**src/rtl/dmux8way_dispatch_if.sv**
```systemverilog
// Request channel of the 8-way demux dispatcher.
// Carries one routing request per valid/ready handshake:
//   in_valid : request present (master -> slave)
//   in_ready : slave can take the request (slave -> master)
//   in_dest  : destination 0..7, bit0 drives sel_0
//   in_data  : value to strobe onto the demux data input
interface dmux8way_dispatch_if;
  logic       in_valid;
  logic       in_ready;
  logic [2:0] in_dest;
  logic       in_data;

  modport master (output in_valid, output in_dest, output in_data, input in_ready);
  modport slave  (input in_valid, input in_dest, input in_data, output in_ready);
endinterface

```
**src/rtl/dmux8way_dispatch.sv**
```systemverilog
// Upstream sequencer for an 8-way combinational demux.
// Requests are buffered in a DEPTH-entry FIFO and replayed one at a time as
// SETUP (selects move, a=0) -> PULSE (a=data for PULSE_LEN cycles)
// -> HOLD (a=0, done=1). Selects only ever move while a is low, so the
// downstream demux never glitches onto a wrong output.
// Ports:
//   clk, rst     : rising-edge clock, synchronous active-high reset
//   req          : request channel (slave side), in_ready = !full
//   a            : demux data input (registered)
//   sel_0..sel_2 : demux selects (registered)
//   done         : one-cycle pulse in the HOLD cycle of each request
//   busy         : FSM not idle or FIFO not empty
//   level        : FIFO occupancy 0..DEPTH
module dmux8way_dispatch #(
  parameter int DEPTH     = 4,
  parameter int PULSE_LEN = 1
) (
  input  logic                     clk,
  input  logic                     rst,
  dmux8way_dispatch_if.slave       req,
  output logic                     a,
  output logic                     sel_0,
  output logic                     sel_1,
  output logic                     sel_2,
  output logic                     done,
  output logic                     busy,
  output logic [$clog2(DEPTH):0]   level
);

  localparam int AW = $clog2(DEPTH);
  localparam int CW = (PULSE_LEN > 1) ? $clog2(PULSE_LEN) : 1;

  typedef enum logic [1:0] {
    S_IDLE  = 2'd0,
    S_SETUP = 2'd1,
    S_PULSE = 2'd2,
    S_HOLD  = 2'd3
  } state_t;

  // FIFO storage: {dest[2:0], data}
  logic [3:0]    mem_q [DEPTH];
  logic [AW-1:0] wr_ptr_q;
  logic [AW-1:0] rd_ptr_q;
  logic [AW:0]   level_q;
  logic [AW:0]   level_d;

  state_t        state_q;
  logic [CW-1:0] cnt_q;
  logic          a_q;
  logic          done_q;
  logic          data_q;
  logic [2:0]    sel_q;

  logic          full_s;
  logic          empty_s;
  logic          push_s;
  logic          pop_s;
  logic [3:0]    head_s;

  // FIFO status, handshake and next occupancy.
  always_comb begin
    full_s  = (level_q == (AW+1)'(DEPTH));
    empty_s = (level_q == (AW+1)'(0));
    // Push is refused whenever full, even if a pop frees a slot this cycle.
    push_s  = req.in_valid & ~full_s;
    // The FSM only consumes a new entry from IDLE or from HOLD (back-to-back).
    pop_s   = ~empty_s & ((state_q == S_IDLE) | (state_q == S_HOLD));
    head_s  = mem_q[rd_ptr_q];
    if (push_s && !pop_s) begin
      level_d = level_q + (AW+1)'(1);
    end else if (!push_s && pop_s) begin
      level_d = level_q - (AW+1)'(1);
    end else begin
      level_d = level_q;
    end
  end

  // FIFO pointers, occupancy and storage; pointers wrap modulo DEPTH.
  always_ff @(posedge clk) begin
    if (rst) begin
      wr_ptr_q <= AW'(0);
      rd_ptr_q <= AW'(0);
      level_q  <= (AW+1)'(0);
    end else begin
      if (push_s) begin
        mem_q[wr_ptr_q] <= {req.in_dest, req.in_data};
        wr_ptr_q        <= wr_ptr_q + AW'(1);
      end
      if (pop_s) begin
        rd_ptr_q <= rd_ptr_q + AW'(1);
      end
      level_q <= level_d;
    end
  end

  // Strobe sequencer with registered a/sel/done.
  always_ff @(posedge clk) begin
    if (rst) begin
      state_q <= S_IDLE;
      cnt_q   <= CW'(0);
      a_q     <= 1'b0;
      done_q  <= 1'b0;
      data_q  <= 1'b0;
      sel_q   <= 3'd0;
    end else begin
      case (state_q)
        S_IDLE: begin
          a_q    <= 1'b0;
          done_q <= 1'b0;
          if (pop_s) begin
            // Selects move on entry to SETUP, while a is still low.
            sel_q   <= head_s[3:1];
            data_q  <= head_s[0];
            state_q <= S_SETUP;
          end
        end
        S_SETUP: begin
          a_q     <= data_q;
          cnt_q   <= CW'(PULSE_LEN - 1);
          state_q <= S_PULSE;
        end
        S_PULSE: begin
          if (cnt_q == CW'(0)) begin
            a_q     <= 1'b0;
            done_q  <= 1'b1;
            state_q <= S_HOLD;
          end else begin
            cnt_q <= cnt_q - CW'(1);
          end
        end
        S_HOLD: begin
          done_q <= 1'b0;
          if (pop_s) begin
            sel_q   <= head_s[3:1];
            data_q  <= head_s[0];
            state_q <= S_SETUP;
          end else begin
            state_q <= S_IDLE;
          end
        end
        default: begin
          a_q     <= 1'b0;
          done_q  <= 1'b0;
          state_q <= S_IDLE;
        end
      endcase
    end
  end

  assign req.in_ready = ~full_s;
  assign busy         = (state_q != S_IDLE) | ~empty_s;
  assign level        = level_q;
  assign a            = a_q;
  assign done         = done_q;
  assign sel_0        = sel_q[0];
  assign sel_1        = sel_q[1];
  assign sel_2        = sel_q[2];

endmodule

```
**src/flat_wrapper.sv**
```systemverilog
// flat-port wrapper written by rule: the top's interface ports become plain ports
module dmux8way_dispatch_flat 
#(
  parameter int DEPTH     = 4,
  parameter int PULSE_LEN = 1
)
  (clk, rst, a, sel_0, sel_1, sel_2, done, busy, level, req_in_valid, req_in_dest, req_in_data, req_in_ready);
  dmux8way_dispatch_if req_i ();
  input  logic clk;
  input  logic rst;
  output logic a;
  output logic sel_0;
  output logic sel_1;
  output logic sel_2;
  output logic done;
  output logic busy;
  output logic [$clog2(DEPTH):0] level;
  input wire logic [$bits(req_i.in_valid)-1:0] req_in_valid;
  input wire logic [$bits(req_i.in_dest)-1:0] req_in_dest;
  input wire logic [$bits(req_i.in_data)-1:0] req_in_data;
  output wire logic [$bits(req_i.in_ready)-1:0] req_in_ready;
  assign req_i.in_valid = req_in_valid;
  assign req_i.in_dest = req_in_dest;
  assign req_i.in_data = req_in_data;
  assign req_in_ready = req_i.in_ready;
  dmux8way_dispatch #(.DEPTH(DEPTH), .PULSE_LEN(PULSE_LEN)) u_core (.clk(clk), .rst(rst), .req(req_i), .a(a), .sel_0(sel_0), .sel_1(sel_1), .sel_2(sel_2), .done(done), .busy(busy), .level(level));
endmodule
```
**config.mk**
```make
export PLATFORM = sky130hd
export DESIGN_NAME = dmux8way_dispatch_flat
export DESIGN_NICKNAME = d
export VERILOG_FILES = /design/src/rtl/dmux8way_dispatch_if.sv /design/src/rtl/dmux8way_dispatch.sv /design/src/flat_wrapper.sv
export SDC_FILE = /design/constraint.sdc
export NUM_CORES = 1
export LEC_CHECK = 0
export ABC_CLOCK_PERIOD_IN_PS = 6800
export BUFFER_PORTS_ARGS = -buffer_cell sky130_fd_sc_hd__buf_2
export CAP_MARGIN = 20
export CORE_MARGIN = 2
export CORE_UTILIZATION = 35
export DETAILED_ROUTE_END_ITERATION = 16
export SYNTH_ARGS = -nofsm -noshare
export SYNTH_HDL_FRONTEND = slang
export SYNTH_SLANG_ARGS = --single-unit
```
**constraint.sdc**
```tcl
create_clock -name clk -period 6.8 [get_ports clk]
set_input_delay 1.36 -clock clk [delete_from_list [all_inputs] [get_ports clk]]
set_output_delay 1.36 -clock clk [all_outputs]
set_load 0.02 [all_outputs]
```
## After elaboration in Yosys (flattened, before gate mapping)

Memory sizes are Yosys's and may differ from the RTL's. A register that Yosys moved wholly into a read port is not among the register bits.
Cells that the tools add are included.

- Eq/ne operators: 6
- Reductions and logical operators: 16
- Add/subtract/negate cells: 5
- Bitwise operators: 6
- Multiplexer cells: 15

Operator list:

| operator | count |
|---|---|
| 2-bit case mux with 4 select lines | 1 |
| 2-bit AND reduction | 4 |
| 2-bit nonzero test | 4 |
| 1-bit 2-to-1 mux | 7 |
| 3-bit 2-to-1 mux | 2 |
| 2-bit by 1-bit adder with 2-bit output (second input constant) | 2 |
| 2-bit == test (second input constant) | 2 |
| 2-bit 2-to-1 mux | 2 |
| 1-bit case mux with 2 select lines | 2 |
| 3-bit by 1-bit adder with 3-bit output (second input constant) | 1 |
| 3-bit == test (second input constant) | 1 |
| 3-bit logical NOT | 1 |
| 1-bit case mux with 3 select lines | 1 |
| 3-bit nonzero test | 1 |
| 3-bit by 1-bit subtractor with 3-bit output (second input constant) | 1 |
| 1-bit AND | 2 |
| 2-bit by 1-bit == test with 1-bit output (second input constant) | 1 |
| 1-bit logical AND | 2 |
| 1-bit logical NOT | 2 |
| 2-bit logical NOT | 1 |
| 2-bit by 1-bit inequality test with 1-bit output (second input constant) | 1 |
| 2-bit inequality test (second input constant) | 1 |
| 1-bit inverter | 2 |
| 1-bit OR | 2 |
| 2 further kinds | 2 |

- Logic and storage cells: 56
- Output and inout bits: 10
- Input bits: 7
- Bits in writable memories: 16
- Flip-flop bits (word level): 12
- Memories: 1

Memory list:

| memory | words | width | read ports | clocked after memory_dff | wr ports | line | text |
|---|---|---|---|---|---|---|---|
| u_core.mem_q | 4 | 4 | 1 | 1 | 1 | dmux8way_dispatch.sv:41 | `logic [3:0] mem_q [DEPTH];` |

## Longest topological paths before layout

Gate-level depths: netlist of the first run.

- Word-level depth: 7
- Gate-level depth with buffers: 11

## Worst setup path after synthesis of the first run

No wires, ideal clock.

- Kind: input-to-reg
- Start: input req_in_valid
- End: register u_core.level_q[2], in the netlist u_core.level[2]
- Path buffers: 0
- Library setup time: 0.070 ns
- Setup slack: 4.079 ns
- Arrival time: 2.650 ns
- Cell stages on the path: 8
- Path through: inv_1 > nor2_1 > ha_1 > inv_1 > fa_1 > xor2_1 > or3_1 > a21oi_1

- Cells in the longest elaborated chain, start to end: 4
- Elaborated cells on any way between the ends: 6
- Classes of those cells: mux: 1; bitwise: 1; reduce/logical: 4

RTL lines:

| what | line | text |
|---|---|---|
| start: declaration | flat_wrapper.sv:18 | `input wire logic [$bits(req_i.in_valid)-1:0] req_in_valid;` |
| 1-bit AND (*) | dmux8way_dispatch.sv:65 | `push_s = req.in_valid & ~full_s;` |
| via u_core.push_s | dmux8way_dispatch.sv:56 | `logic push_s;` |
| 1-bit logical NOT | dmux8way_dispatch.sv:71 | `end else if (!push_s && pop_s) begin` |
| 1-bit logical AND | dmux8way_dispatch.sv:71 |  |
| 2-bit nonzero test (no line) | -- |  |
| end signal: assignment | dmux8way_dispatch.sv:83 | `level_q <= (AW+1)'(0);` |
| end signal: assignment | dmux8way_dispatch.sv:92 | `level_q <= level_d;` |
| end: declaration | dmux8way_dispatch.sv:44 | `logic [AW:0] level_q;` |

The timed path passes the listed nets; every way through them passes the cells marked *.
A chain may end at the register's enable or synchronous reset.

## Final worst setup path of the first run

- Start: register u_core.level_q[2], in the netlist u_core.level[2]
- End: output req_in_ready

- Cells in the longest elaborated chain, start to end: 2

RTL lines:

| what | line | text |
|---|---|---|
| 3-bit == test | dmux8way_dispatch.sv:62 | `full_s = (level_q == (AW+1)'(DEPTH));` |
| 1-bit inverter | dmux8way_dispatch.sv:150 | `assign req.in_ready = ~full_s;` |
| end: declaration | flat_wrapper.sv:21 | `output wire logic [$bits(req_i.in_ready)-1:0] req_in_ready;` |

No other way between the ends.

==> metrics.txt, run 1 <==
# TYPE chip_impl_metric gauge
chip_impl_info{name="status",value="finished, final reports clean"} 1
chip_impl_metric{name="totalWireLength",unit="um"} 2480
chip_impl_metric{name="cp_data_required_time",unit="ns"} 5.44
chip_impl_metric{name="ctsHtreeMaxLevel",unit=""} 2
chip_impl_metric{name="total_power",unit="uW"} 684
chip_impl_metric{name="timing.clock.skew",unit="ns"} 0.00579
chip_impl_info{name="r2r-start",value="u_core.state_q[0]"} 1
chip_impl_metric{name="syn_area_per_cell",unit="um^2"} 12.2
chip_impl_metric{name="effective_utilization_at_floorplan",unit=""} 0.359
chip_impl_metric{name="yosysWarnings",unit=""} 0
chip_impl_metric{name="combinationalPowerShare",unit=""} 0.388
chip_impl_metric{name="ys_types",unit=""} 32
chip_impl_metric{name="global_route.overflow_total",unit=""} 0
chip_impl_metric{name="ff_latch_area",unit="um^2"} 781
chip_impl_info{name="worst_setup_startpoint",value="u_core.level[2]"} 1
chip_impl_metric{name="synth_fp_nets",unit=""} 134
chip_impl_metric{name="fin_crit",unit="ns"} 2.86
chip_impl_metric{name="timing.max_slew.rel_slack",unit=""} 0.665
chip_impl_info{name="timing.hold.worst.class",value="register to register"} 1
chip_impl_info{name="cts-root-buf",value="sky130_fd_sc_hd__clkbuf_8"} 1
chip_impl_metric{name="syn-instance-count",unit=""} 116
chip_impl_metric{name="grt_max_degree",unit=""} 19
chip_impl_metric{name="ys_async_sr_fraction",unit=""} 0
chip_impl_metric{name="die_y",unit="um"} 67.6
chip_impl_metric{name="report.final.slew_viol_count",unit=""} 0
chip_impl_info{name="dominantRegCellSynth",value="sky130_fd_sc_hd__edfxtp_1"} 1
chip_impl_metric{name="detailroute.via_count",unit=""} 904
chip_impl_metric{name="antenna_violations_before_repair",unit=""} 0
chip_impl_metric{name="clock_tree.buffer_depth",unit=""} 2
chip_impl_metric{name="number_of_nets_with_antenna_violations_after_detailed_routing",unit=""} 0
chip_impl_metric{name="routed_via_density",unit=""} 4.89
chip_impl_metric{name="final_core_utilization",unit=""} 0.412
chip_impl_metric{name="max_clock_freq",unit="GHz"} 0.350
chip_impl_metric{name="dr.first_iter.drc_count",unit=""} 61
chip_impl_info{name="setup.worst_path.class",value="register to output port"} 1
chip_impl_metric{name="final_layout_size_suffix_gt1_frac",unit=""} 0.222
chip_impl_metric{name="clock_sink_count",unit=""} 31
chip_impl_metric{name="final.setup.tns",unit="ns"} 0
chip_impl_metric{name="crit_buf_inv",unit=""} 2
chip_impl_metric{name="setup_violations",unit=""} 0
chip_impl_metric{name="power_density",unit="nW/um^2"} 421
chip_impl_info{name="cells_along_the_critical_path",value="nor3b_1, inv_1, buf_2"} 1
chip_impl_metric{name="dp_hpwl",unit="um"} 1840
chip_impl_metric{name="critical_path_fanout_max",unit=""} 6
chip_impl_metric{name="grt_pass1_wl",unit="um"} 4130
chip_impl_metric{name="worst_pin_slew",unit="ns"} 0.502
chip_impl_metric{name="p_sw_frac",unit=""} 0.394
chip_impl_metric{name="postCtsResizedCells",unit=""} 0
chip_impl_metric{name="cts_hold_repair.buffers",unit=""} 0
chip_impl_metric{name="floorplan.die.width",unit="um"} 67.6
chip_impl_metric{name="rows",unit=""} 23
chip_impl_metric{name="critPathMaxStageDelay",unit="ns"} 0.47
chip_impl_metric{name="antennaDiodeCount",unit=""} 0
chip_impl_info{name="end_kind",value="output port"} 1
chip_impl_metric{name="fin_hold_ws",unit="ns"} 0.456
chip_impl_metric{name="clock_latency",unit="ns"} 0.29
chip_impl_metric{name="dp_worst_setup_slack",unit="ns"} 3.90
chip_impl_metric{name="routed_length_per_instance",unit="um"} 13.4
chip_impl_metric{name="number_of_global_route_vias_before_repair",unit=""} 871
chip_impl_metric{name="power.leakage",unit="nW"} 0.621
chip_impl_metric{name="cts_setup_buffers",unit=""} 0
chip_impl_metric{name="power_frac_clock",unit=""} 0.218
chip_impl_metric{name="tritoncts.num_buffers",unit=""} 5
chip_impl_metric{name="post-route-drc-count",unit=""} 0
chip_impl_metric{name="die_ar",unit="um^2"} 4570
chip_impl_metric{name="mappedNetlistArea",unit="um^2"} 1420
chip_impl_info{name="tritoncts",value="done"} 1
chip_impl_metric{name="synth_seq_area_share",unit=""} 0.551
chip_impl_metric{name="area.growth.synth_to_final",unit="%"} 14.6
chip_impl_metric{name="detailedRoute.firstPassIterationCount",unit=""} 4
chip_impl_metric{name="port_buffers",unit=""} 16
chip_impl_metric{name="switching_power",unit="uW"} 269
chip_impl_metric{name="final_critical_path_setup_slack",unit="ns"} 3.94
chip_impl_metric{name="area_of_the_multi_input_gates",unit="um^2"} 577
chip_impl_metric{name="internal_dissipation",unit="uW"} 414
chip_impl_metric{name="seqPwrFrac",unit=""} 0.394
chip_impl_metric{name="timing.final.hold_violations",unit=""} 0
chip_impl_metric{name="synth.ff_latch_count",unit=""} 31
chip_impl_metric{name="max_cap_viol_count",unit=""} 0
chip_impl_metric{name="synth-edff-count",unit=""} 16
chip_impl_metric{name="clkTransAtPathRegs",unit="ns"} 0.07
chip_impl_metric{name="gr-usage-all-layers",unit=""} 0.129
chip_impl_info{name="unrepaired_setup_endpoints_after_global_routing",value="false"} 1
chip_impl_metric{name="post-route-period-util",unit=""} 0.421
chip_impl_info{name="cpLargestDelayFamily",value="simple AND/OR/NAND/NOR gates"} 1
chip_impl_metric{name="ioPinCount",unit=""} 17
chip_impl_metric{name="largest_voltage_drop_on_the_vdd_net",unit="mV"} 0.151
chip_impl_info{name="startpoint_of_the_lowest_slack_hold_path",value="u_core.a"} 1
chip_impl_metric{name="routabilityCongestion",unit=""} 0.704
chip_impl_metric{name="layout.filler_cells",unit=""} 378
chip_impl_metric{name="design.core.area",unit="um^2"} 3940
chip_impl_metric{name="worstPathArrival",unit="ns"} 1.50
chip_impl_info{name="start_kind",value="register"} 1
chip_impl_metric{name="nNetsFinal",unit=""} 152
chip_impl_info{name="crit_slowest_cell",value="sky130_fd_sc_hd__nor3b_1"} 1
[cell families (layout without fill, tap and decap cells)]
family	count (synthesis)	count (layout)	share of synthesized area
compound gates	22	22	0.0875
xor+xnor	2	2	0.0124
fa+ha+maj	11	11	0.102
buf+inv	13	32	0.0415
flops	31	31	0.551
mux	7	7	0.0857
simple gates	30	30	0.119
[power by group through the flow]
stage / sequential (mW) / combinational, mW / clock [mW]
after CTS: 0.270 / 0.267 / 0.153
after global placement: 0.272 / 0.257 / 0
final: 0.269 / 0.265 / 0.149
after floorplan: 0.283 / 0.195 / 0
after detailed placement: 0.274 / 0.267 / 0
after global routing: 0.276 / 0.299 / 0.163
[layout by cell type, fill, tap and decap left out, drive strengths merged, types with 2 or more instances in the layout]
cell | Yosys | layout
mux4 | 4 | 4
inv | 7 | 8
or3 | 3 | 3
mux2i | 2 | 2
buf | 2 | 16
o211ai | 2 | 2
ha | 10 | 10
nor3 | 2 | 2
dfxtp | 15 | 15
o21ai | 8 | 8
xor2 | 2 | 2
nand3 | 7 | 7
a21oi | 9 | 9
nor2 | 5 | 5
nand2 | 3 | 3
clkbuf | 3 | 5
clkinvlp | 0 | 2
and2 | 4 | 4
nor2b | 3 | 3
edfxtp | 16 | 16
[stage by stage]
step,instances,cell area [um^2]
after global routing,185,1620
after floorplan,116,1420
after CTS,185,1620
after global placement,177,1530
final,185,1620
after detailed placement,177,1530
[cell type report]
class | instances | share of cell area
well taps | 50 | 0.0386
flip-flops and latches | 31 | 0.481
multi-input cells | 72 | 0.355
repair buffers | 16 | 0.0493
clock buffers | 5 | 0.0424
clock inverters | 3 | 0.0146
inverters | 8 | 0.0185
[final timing paths]
| path | end | slack (ns) | depth (start not counted) |
|---|---|---|---|
| worst max-delay path | req_in_ready | 3.94 | 3 |
| worst min-delay path | u_core.a | 0.46 | 2 |
| worst max register to register | u_core.level[2] | 4.12 | 10 |
| worst min register to register | u_core.a | 0.46 | 2 |
[worst min-delay path, cell delays in order, from the launching register on]
cell and delay, ns:
sky130_fd_sc_hd__dfxtp_1 0.31, sky130_fd_sc_hd__nand2_1 0.05, sky130_fd_sc_hd__a21oi_1 0.05
[cell usage after synthesis, types with 4 or more instances]
library cell | n | area [um^2]
sky130_fd_sc_hd__edfxtp_1 | 16 | 480
sky130_fd_sc_hd__dfxtp_1 | 15 | 300
sky130_fd_sc_hd__ha_1 | 10 | 125
sky130_fd_sc_hd__a21oi_1 | 9 | 45.0
sky130_fd_sc_hd__o21ai_0 | 8 | 40.0
sky130_fd_sc_hd__inv_1 | 7 | 26.3
sky130_fd_sc_hd__nand3_1 | 6 | 30.0
sky130_fd_sc_hd__nor2_1 | 5 | 18.8
sky130_fd_sc_hd__and2_1 | 4 | 25.0
sky130_fd_sc_hd__mux4_2 | 4 | 90.1
[routing by layer]
metal	routed length (um)	part of all wire	global-route usage	vias to the layer above
met2	1120	0.45	0.196	20
met5	0	0	0	-
met3	100	0.040	0.0400	7
met1	1190	0.48	0.159	427
li1	-	-	-	450
met4	69	0.028	0.0765	0
[state kept, by name, summed over array words and instances (netlist names)]
signal / flops
u_core.a: 1
u_core.mem_q: 16
u_core.level: 3
u_core.rd_ptr_q: 2
u_core.data_q: 1
u_core.done: 1
u_core.state_q: 2
u_core.wr_ptr_q: 2
u_core.sel_q: 3
Power figures use the tool's default switching activity.
==> run 2, diff against run 1 <==
ABC_AREA = 1   (was default)
ABC_CLOCK_PERIOD_IN_PS = 2750   (was 6800)
clock period = 2.75 ns   (was 6.8 ns; I/O delays follow)
==> metrics.txt, run 2 <==
# TYPE chip_impl_metric gauge
chip_impl_info{name="status",value="finished, final reports clean"} 1
chip_impl_metric{name="layout.filler_cells",unit=""} 375
chip_impl_info{name="regMostFlops",value="u_core.mem_q"} 1
chip_impl_metric{name="nNetsFinal",unit=""} 183
chip_impl_metric{name="grt_max_degree",unit=""} 14
chip_impl_info{name="dominantRegCellSynth",value="sky130_fd_sc_hd__edfxtp_1"} 1
chip_impl_metric{name="ioPinCount",unit=""} 17
chip_impl_metric{name="routed_via_density",unit=""} 4.64
chip_impl_metric{name="ys_async_sr_fraction",unit=""} 0
chip_impl_metric{name="ctsHtreeMaxLevel",unit=""} 2
chip_impl_metric{name="timing.clock.skew",unit="ns"} 0.00228
chip_impl_info{name="cts-root-buf",value="sky130_fd_sc_hd__clkbuf_8"} 1
chip_impl_metric{name="cts_setup_buffers",unit=""} 0
chip_impl_metric{name="clock_latency",unit="ns"} 0.28
chip_impl_metric{name="antenna_violations_before_repair",unit=""} 0
chip_impl_metric{name="timing.final.hold_violations",unit=""} 0
chip_impl_metric{name="global_route.overflow_total",unit=""} 0
chip_impl_metric{name="post-route-period-util",unit=""} 0.795
chip_impl_metric{name="die_y",unit="um"} 67.4
chip_impl_metric{name="clock_sink_count",unit=""} 31
chip_impl_metric{name="final.setup.tns",unit="ns"} 0
chip_impl_metric{name="cts_hold_repair.buffers",unit=""} 0
chip_impl_metric{name="timing.max_slew.rel_slack",unit=""} 0.732
chip_impl_metric{name="synth-edff-count",unit=""} 16
chip_impl_metric{name="port_buffers",unit=""} 16
chip_impl_metric{name="synth_seq_area_share",unit=""} 0.555
chip_impl_metric{name="total_power",unit="mW"} 1.84
chip_impl_info{name="start_kind",value="register"} 1
chip_impl_metric{name="setup_violations",unit=""} 0
chip_impl_metric{name="floorplan.die.width",unit="um"} 67.4
chip_impl_metric{name="internal_dissipation",unit="mW"} 1.10
chip_impl_metric{name="fin_crit",unit="ns"} 2.19
chip_impl_metric{name="routabilityCongestion",unit=""} 0.797
chip_impl_info{name="final_cell_mix",value="30 x sky130_fd_sc_hd__nor2_1, 17 x sky130_fd_sc_hd__o21ai_0, 16 x sky130_fd_sc_hd__inv_1, 16 x sky130_fd_sc_hd__buf_2, 16 x sky130_fd_sc_hd__edfxtp_1"} 1
chip_impl_info{name="tritoncts",value="done"} 1
chip_impl_metric{name="flip_flop_count_of_the_largest_register_after_layout",unit=""} 16
chip_impl_metric{name="tritoncts.num_buffers",unit=""} 5
chip_impl_metric{name="switching_power",unit="uW"} 736
chip_impl_metric{name="dr.first_iter.drc_count",unit=""} 37
chip_impl_metric{name="dp_hpwl",unit="um"} 1830
chip_impl_metric{name="design.core.area",unit="um^2"} 3940
chip_impl_metric{name="r2r_slack",unit="ns"} 0.56
chip_impl_metric{name="worstPathArrival",unit="ns"} 2.39
chip_impl_metric{name="post-route-drc-count",unit=""} 0
chip_impl_info{name="timing.hold.worst.class",value="primary input to register"} 1
chip_impl_metric{name="effective_utilization_at_floorplan",unit=""} 0.357
chip_impl_metric{name="post_layout_nonfiller_instances",unit=""} 216
chip_impl_info{name="unrepaired_setup_endpoints_after_global_routing",value="false"} 1
chip_impl_info{name="yosys-top-cells-count",value="30 x sky130_fd_sc_hd__nor2_1, 17 x sky130_fd_sc_hd__o21ai_0, 16 x sky130_fd_sc_hd__edfxtp_1, 16 x sky130_fd_sc_hd__inv_1, 15 x sky130_fd_sc_hd__dfxtp_1"} 1
chip_impl_metric{name="clkTransAtPathRegs",unit="ns"} 0.06
chip_impl_metric{name="grt_pass1_wl",unit="um"} 3990
chip_impl_metric{name="max_cap_viol_count",unit=""} 0
chip_impl_metric{name="critical_path_fanout_max",unit=""} 8
chip_impl_metric{name="antennaDiodeCount",unit=""} 0
chip_impl_metric{name="gr-usage-all-layers",unit=""} 0.124
chip_impl_metric{name="cp_data_required_time",unit="ns"} 2.96
chip_impl_metric{name="mappedNetlistArea",unit="um^2"} 1410
chip_impl_metric{name="synth_largest_type_area_fraction",unit=""} 0.341
chip_impl_metric{name="max_clock_freq",unit="GHz"} 0.458
chip_impl_metric{name="largest_voltage_drop_on_the_vdd_net",unit="mV"} 0.437
chip_impl_metric{name="syn-instance-count",unit=""} 143
chip_impl_metric{name="die_ar",unit="um^2"} 4540
chip_impl_metric{name="yosysWarnings",unit=""} 0
chip_impl_metric{name="rows",unit=""} 23
chip_impl_metric{name="routed_length_per_instance",unit="um"} 11.4
chip_impl_info{name="largest_family_of_logic_cells_by_synthesized_area",value="simple AND/OR/NAND/NOR gates"} 1
chip_impl_metric{name="worst_pin_slew",unit="ns"} 0.400
chip_impl_metric{name="synth.ff_latch_count",unit=""} 31
chip_impl_metric{name="report.final.slew_viol_count",unit=""} 0
chip_impl_info{name="synth_top_area_cell",value="sky130_fd_sc_hd__edfxtp_1"} 1
chip_impl_metric{name="share_of_the_synthesized_area_in_compound_gates_ao_oa_aoi_oai",unit=""} 0.120
chip_impl_metric{name="power_density",unit="nW/um^2"} 1110
chip_impl_metric{name="area_of_the_multi_input_gates",unit="um^2"} 549
chip_impl_metric{name="muxShareOfSynthArea",unit=""} 0
chip_impl_metric{name="ys_types",unit=""} 21
chip_impl_metric{name="seqPwrFrac",unit=""} 0.362
chip_impl_metric{name="dp.cells",unit=""} 208
chip_impl_info{name="end_kind",value="register"} 1
chip_impl_metric{name="combinationalPowerShare",unit=""} 0.405
chip_impl_metric{name="synth_fa_ha_area_frac",unit=""} 0.103
chip_impl_metric{name="totalWireLength",unit="um"} 2450
chip_impl_info{name="synthTopCellsByArea",value="sky130_fd_sc_hd__edfxtp_1 34%, sky130_fd_sc_hd__dfxtp_1 21%, sky130_fd_sc_hd__ha_1 8.9%, sky130_fd_sc_hd__nor2_1 8.0%, sky130_fd_sc_hd__o21ai_0 6.0%"} 1
chip_impl_info{name="setup.worst_path.class",value="register to register"} 1
chip_impl_metric{name="power.leakage",unit="nW"} 0.698
chip_impl_metric{name="detailroute.via_count",unit=""} 1003
chip_impl_metric{name="fin_hold_ws",unit="ns"} 0.477
chip_impl_metric{name="number_of_nets_with_antenna_violations_after_detailed_routing",unit=""} 0
chip_impl_info{name="leading_cell_type_by_number_of_instances_after_synthesis",value="sky130_fd_sc_hd__nor2_1"} 1
chip_impl_info{name="final_common_cell",value="sky130_fd_sc_hd__nor2_1"} 1
chip_impl_metric{name="postCtsResizedCells",unit=""} 0
chip_impl_metric{name="post_synth_xor_area_fraction",unit=""} 0
chip_impl_metric{name="final_layout_size_suffix_gt1_frac",unit=""} 0.211
chip_impl_metric{name="area.growth.synth_to_final",unit="%"} 17.6
chip_impl_metric{name="ff_latch_area",unit="um^2"} 781
chip_impl_metric{name="number_of_global_route_vias_before_repair",unit=""} 944
chip_impl_metric{name="detailedRoute.firstPassIterationCount",unit=""} 4
chip_impl_metric{name="synth_fp_nets",unit=""} 161
chip_impl_metric{name="syn_area_per_cell",unit="um^2"} 9.84
chip_impl_metric{name="power_frac_clock",unit=""} 0.233
chip_impl_metric{name="synthSimpleGateAreaFrac",unit=""} 0.167
chip_impl_metric{name="p_sw_frac",unit=""} 0.400
chip_impl_metric{name="clock_tree.buffer_depth",unit=""} 2
[run 2: cell count changes after synthesis, sizes merged, moves of 4 or more]
cell   change
nand3      -5
inv       +11
o22ai      +4
nand2     +12
and2       -4
o21ai     +11
nor2      +27
mux4       -4
[run 2: worst paths after layout]
check / end / cells after the start / startpoint
setup reg to reg: u_core.level[2] / 12 / u_core.state_q[0]
setup / recovery: u_core.level[2] / 12 / u_core.state_q[0]
hold reg to reg: u_core.a / 2 / u_core.a
hold / removal: u_core.state_q[0] / 2 / rst
[run 2: area by class of cell]
cell class,count,area share
flip-flops and latches,31,0.472
clock buffers,5,0.0416
multi-input cells,92,0.332
well taps,50,0.0378
clock inverters,3,0.0234
repair buffers,17,0.0529
inverters,18,0.0408
[run 2: power groups by stage]
stage	registers, mW	logic, mW	clock network (mW)
detailed placement	0.676	0.742	0
finish	0.666	0.745	0.430
global placement	0.671	0.724	0
CTS	0.666	0.748	0.439
floorplan	0.698	0.545	0
global route	0.679	0.852	0.462
[run 2: stage by stage]
step                setup WS (ns)   util  cell area [um^2]
global placement            0.687  0.393              1550
floorplan                   0.764      -              1410
finish                      0.565  0.420              1660
global route                0.314  0.420              1660
detailed placement          0.588  0.393              1550
CTS                         0.571  0.420              1660
[run 2: critical path, stage by stage, from the launching register on]
cell and delay [ns]:
sky130_fd_sc_hd__dfxtp_1 0.44, sky130_fd_sc_hd__inv_1 0.10, sky130_fd_sc_hd__ha_1 0.28, sky130_fd_sc_hd__inv_1 0.11, sky130_fd_sc_hd__nand2_8 0.13, sky130_fd_sc_hd__ha_1 0.15
sky130_fd_sc_hd__inv_1 0.07, sky130_fd_sc_hd__fa_1 0.40, sky130_fd_sc_hd__nor2_1 0.13, sky130_fd_sc_hd__nor2_1 0.05, sky130_fd_sc_hd__nand2_1 0.07, sky130_fd_sc_hd__o21ai_0 0.07
sky130_fd_sc_hd__a21oi_1 0.12
[run 2: routing by layer]
metal / vias up / track usage / wire (um)
li1: 516 / - / -
met1: 466 / 0.136 / 1060
met2: 16 / 0.205 / 1270
met3: 5 / 0.0500 / 89
met4: 0 / 0.0638 / 36
met5: - / 0 / 0
[run 2: kinds of logic after synthesis]
kind of cell / count (synthesis)
fa+ha+maj: 11
buf+inv: 20
simple gates: 49
compound gates: 32
flops: 31
==> run 3, diff against run 2 <==
ABC_AREA = 0   (was 1)
ABC_CLOCK_PERIOD_IN_PS = 1940   (was 2750)
clock period = 1.94 ns   (was 2.75 ns; I/O delays follow)
==> metrics.txt, run 3 (synthesis results as in run 1) <==
# TYPE chip_impl_metric gauge
chip_impl_metric{name="setup_violations",unit=""} 1
chip_impl_metric{name="routabilityCongestion",unit=""} 0.811
chip_impl_info{name="cells_along_the_critical_path",value="or3_4, nand2_4, ha_4, inv_2, fa_2, xor2_1, or3_1, a21oi_2"} 1
chip_impl_metric{name="critPathMaxStageDelay",unit="ns"} 0.40
chip_impl_metric{name="crit_buf_inv",unit=""} 1
chip_impl_info{name="setup.worst_path.class",value="register to register"} 1
chip_impl_metric{name="fin_hold_ws",unit="ns"} 0.319
chip_impl_metric{name="final_critical_path_setup_slack",unit="ns"} -0.0469
chip_impl_metric{name="final_layout_size_suffix_gt1_frac",unit=""} 0.411
chip_impl_metric{name="largest_voltage_drop_on_the_vdd_net",unit="mV"} 0.738
chip_impl_metric{name="ioPinCount",unit=""} 17
chip_impl_metric{name="antennaDiodeCount",unit=""} 0
chip_impl_metric{name="number_of_global_route_vias_before_repair",unit=""} 995
chip_impl_info{name="timing.hold.worst.class",value="primary input to register"} 1
chip_impl_metric{name="tritoncts.num_buffers",unit=""} 5
chip_impl_metric{name="power_density",unit="nW/um^2"} 1570
chip_impl_metric{name="power.leakage",unit="nW"} 0.721
chip_impl_info{name="cpLargestDelayFamily",value="simple AND/OR/NAND/NOR gates"} 1
chip_impl_metric{name="clock_tree.buffer_depth",unit=""} 2
chip_impl_metric{name="timing.final.hold_violations",unit=""} 0
chip_impl_metric{name="number_of_nets_with_antenna_violations_after_detailed_routing",unit=""} 0
chip_impl_info{name="tritoncts",value="done"} 1
chip_impl_metric{name="post-route-period-util",unit=""} 1.02
chip_impl_info{name="start_kind",value="register"} 1
chip_impl_metric{name="die_ar",unit="um^2"} 4570
chip_impl_metric{name="dp.cells",unit=""} 192
chip_impl_metric{name="detailroute.via_count",unit=""} 964
chip_impl_metric{name="totalWireLength",unit="um"} 2750
chip_impl_metric{name="timing.clock.skew",unit="ns"} 0.00503
chip_impl_metric{name="ctsHtreeMaxLevel",unit=""} 2
chip_impl_metric{name="global_route.overflow_total",unit=""} 0
chip_impl_metric{name="routed_length_per_instance",unit="um"} 13.7
chip_impl_metric{name="timing.max_slew.rel_slack",unit=""} 0.745
chip_impl_metric{name="antenna_violations_before_repair",unit=""} 0
chip_impl_metric{name="area.growth.synth_to_final",unit="%"} 29.0
chip_impl_metric{name="post-route-drc-count",unit=""} 0
chip_impl_info{name="status",value="finished with violations"} 1
chip_impl_metric{name="design.core.area",unit="um^2"} 3940
chip_impl_metric{name="clock_sink_count",unit=""} 31
chip_impl_metric{name="ff_latch_area",unit="um^2"} 792
chip_impl_info{name="final_cell_mix",value="16 x sky130_fd_sc_hd__buf_2, 16 x sky130_fd_sc_hd__edfxtp_1, 15 x sky130_fd_sc_hd__buf_4, 10 x sky130_fd_sc_hd__dfxtp_1"} 1
chip_impl_metric{name="report.final.slew_viol_count",unit=""} 0
chip_impl_metric{name="effective_utilization_at_floorplan",unit=""} 0.359
chip_impl_metric{name="max_clock_freq",unit="GHz"} 0.503
chip_impl_metric{name="fin_crit",unit="ns"} 1.99
chip_impl_metric{name="grt_max_degree",unit=""} 18
chip_impl_metric{name="max_cap_viol_count",unit=""} 0
chip_impl_metric{name="port_buffers",unit=""} 16
chip_impl_info{name="unrepaired_setup_endpoints_after_global_routing",value="true"} 1
chip_impl_metric{name="nNetsFinal",unit=""} 168
chip_impl_metric{name="floorplan.die.width",unit="um"} 67.6
chip_impl_metric{name="detailedRoute.firstPassIterationCount",unit=""} 4
chip_impl_info{name="cts-root-buf",value="sky130_fd_sc_hd__clkbuf_8"} 1
chip_impl_info{name="regMostFlops",value="u_core.mem_q"} 1
chip_impl_metric{name="rows",unit=""} 23
chip_impl_metric{name="post_layout_nonfiller_instances",unit=""} 201
chip_impl_info{name="crit_slowest_cell",value="sky130_fd_sc_hd__or3_4"} 1
chip_impl_metric{name="worst_pin_slew",unit="ns"} 0.382
chip_impl_info{name="violated_checks",value="setup timing"} 1
chip_impl_metric{name="clock_latency",unit="ns"} 0.28
chip_impl_metric{name="grt_pass1_wl",unit="um"} 4720
chip_impl_metric{name="worstPathArrival",unit="ns"} 2.19
chip_impl_metric{name="layout.filler_cells",unit=""} 341
chip_impl_metric{name="dp_hpwl",unit="um"} 2010
chip_impl_metric{name="clkTransAtPathRegs",unit="ns"} 0.06
chip_impl_metric{name="dr.first_iter.drc_count",unit=""} 75
chip_impl_metric{name="routed_via_density",unit=""} 4.80
chip_impl_metric{name="area_of_the_multi_input_gates",unit="um^2"} 634
chip_impl_metric{name="cp_data_required_time",unit="ns"} 2.15
chip_impl_metric{name="flip_flop_count_of_the_largest_register_after_layout",unit=""} 16
chip_impl_metric{name="gr-usage-all-layers",unit=""} 0.144
chip_impl_metric{name="die_y",unit="um"} 67.6
chip_impl_metric{name="total_power",unit="mW"} 2.87
chip_impl_info{name="end_kind",value="register"} 1
chip_impl_metric{name="critical_path_fanout_max",unit=""} 2
[run 3: final timing paths]
path | startpoint | to | slack (ns) | cells past startpoint
max | u_core.level[1] | u_core.level[2] | -0.05 | 8
min | req_in_dest[1] | u_core.mem_q[3][2] | 0.32 | 1
max reg2reg | u_core.level[1] | u_core.level[2] | -0.05 | 8
min reg2reg | u_core.a | u_core.a | 0.45 | 2
[run 3: where the power goes]
part / total (mW) / switching, mW / internal (mW)
registers: 0.923 / 0.0918 / 0.832
logic: 1.44 / 0.742 / 0.695
clock network: 0.514 / 0.228 / 0.286
[run 3: timing repair]
action                                  CTS  global route
endpoints found under the hold margin     0             0
hold buffers                              0             0
endpoints found under the setup margin    1             1
buffers inserted                          1             0
pin swaps                                 8             5
resized for setup                         8             2
[run 3: routing by layer]
layer  part of all wire  vias to the layer above  track usage
met5                  0                        -            0
met4             0.0091                        0       0.0536
met2               0.51                       18        0.240
met3              0.051                        3       0.0483
met1               0.43                      462        0.172
li1                   -                      481            -
[run 3: worst register-to-register path, cell delays in order, from the launching register on]
cell,delay (ns)
sky130_fd_sc_hd__dfxtp_4,0.34
sky130_fd_sc_hd__or3_4,0.40
sky130_fd_sc_hd__nand2_4,0.07
sky130_fd_sc_hd__ha_4,0.13
sky130_fd_sc_hd__inv_2,0.04
sky130_fd_sc_hd__fa_2,0.32
sky130_fd_sc_hd__xor2_1,0.15
sky130_fd_sc_hd__or3_1,0.34
sky130_fd_sc_hd__a21oi_2,0.13
[run 3: per-stage QoR]
step | setup WS (ns) | TNS, ns | instance area [um^2] | util
floorplan | -0.134 | -0.134 | 1470 | -
global placement | -0.0609 | -0.0609 | 1690 | 0.428
detailed placement | -0.116 | -0.116 | 1690 | 0.428
CTS | -0.0776 | -0.0776 | 1820 | 0.462
global route | -0.115 | -0.115 | 1830 | 0.463
finish | -0.0469 | -0.0469 | 1830 | 0.463
[run 3: cell type report]
class / count / area share
tap: 50 / 0.0342
timing repair buffer: 32 / 0.112
sequential: 31 / 0.434
multi-input combinational: 72 / 0.347
clock inverter: 1 / 0.00274
clock buffer: 7 / 0.0473
inverter: 8 / 0.0233
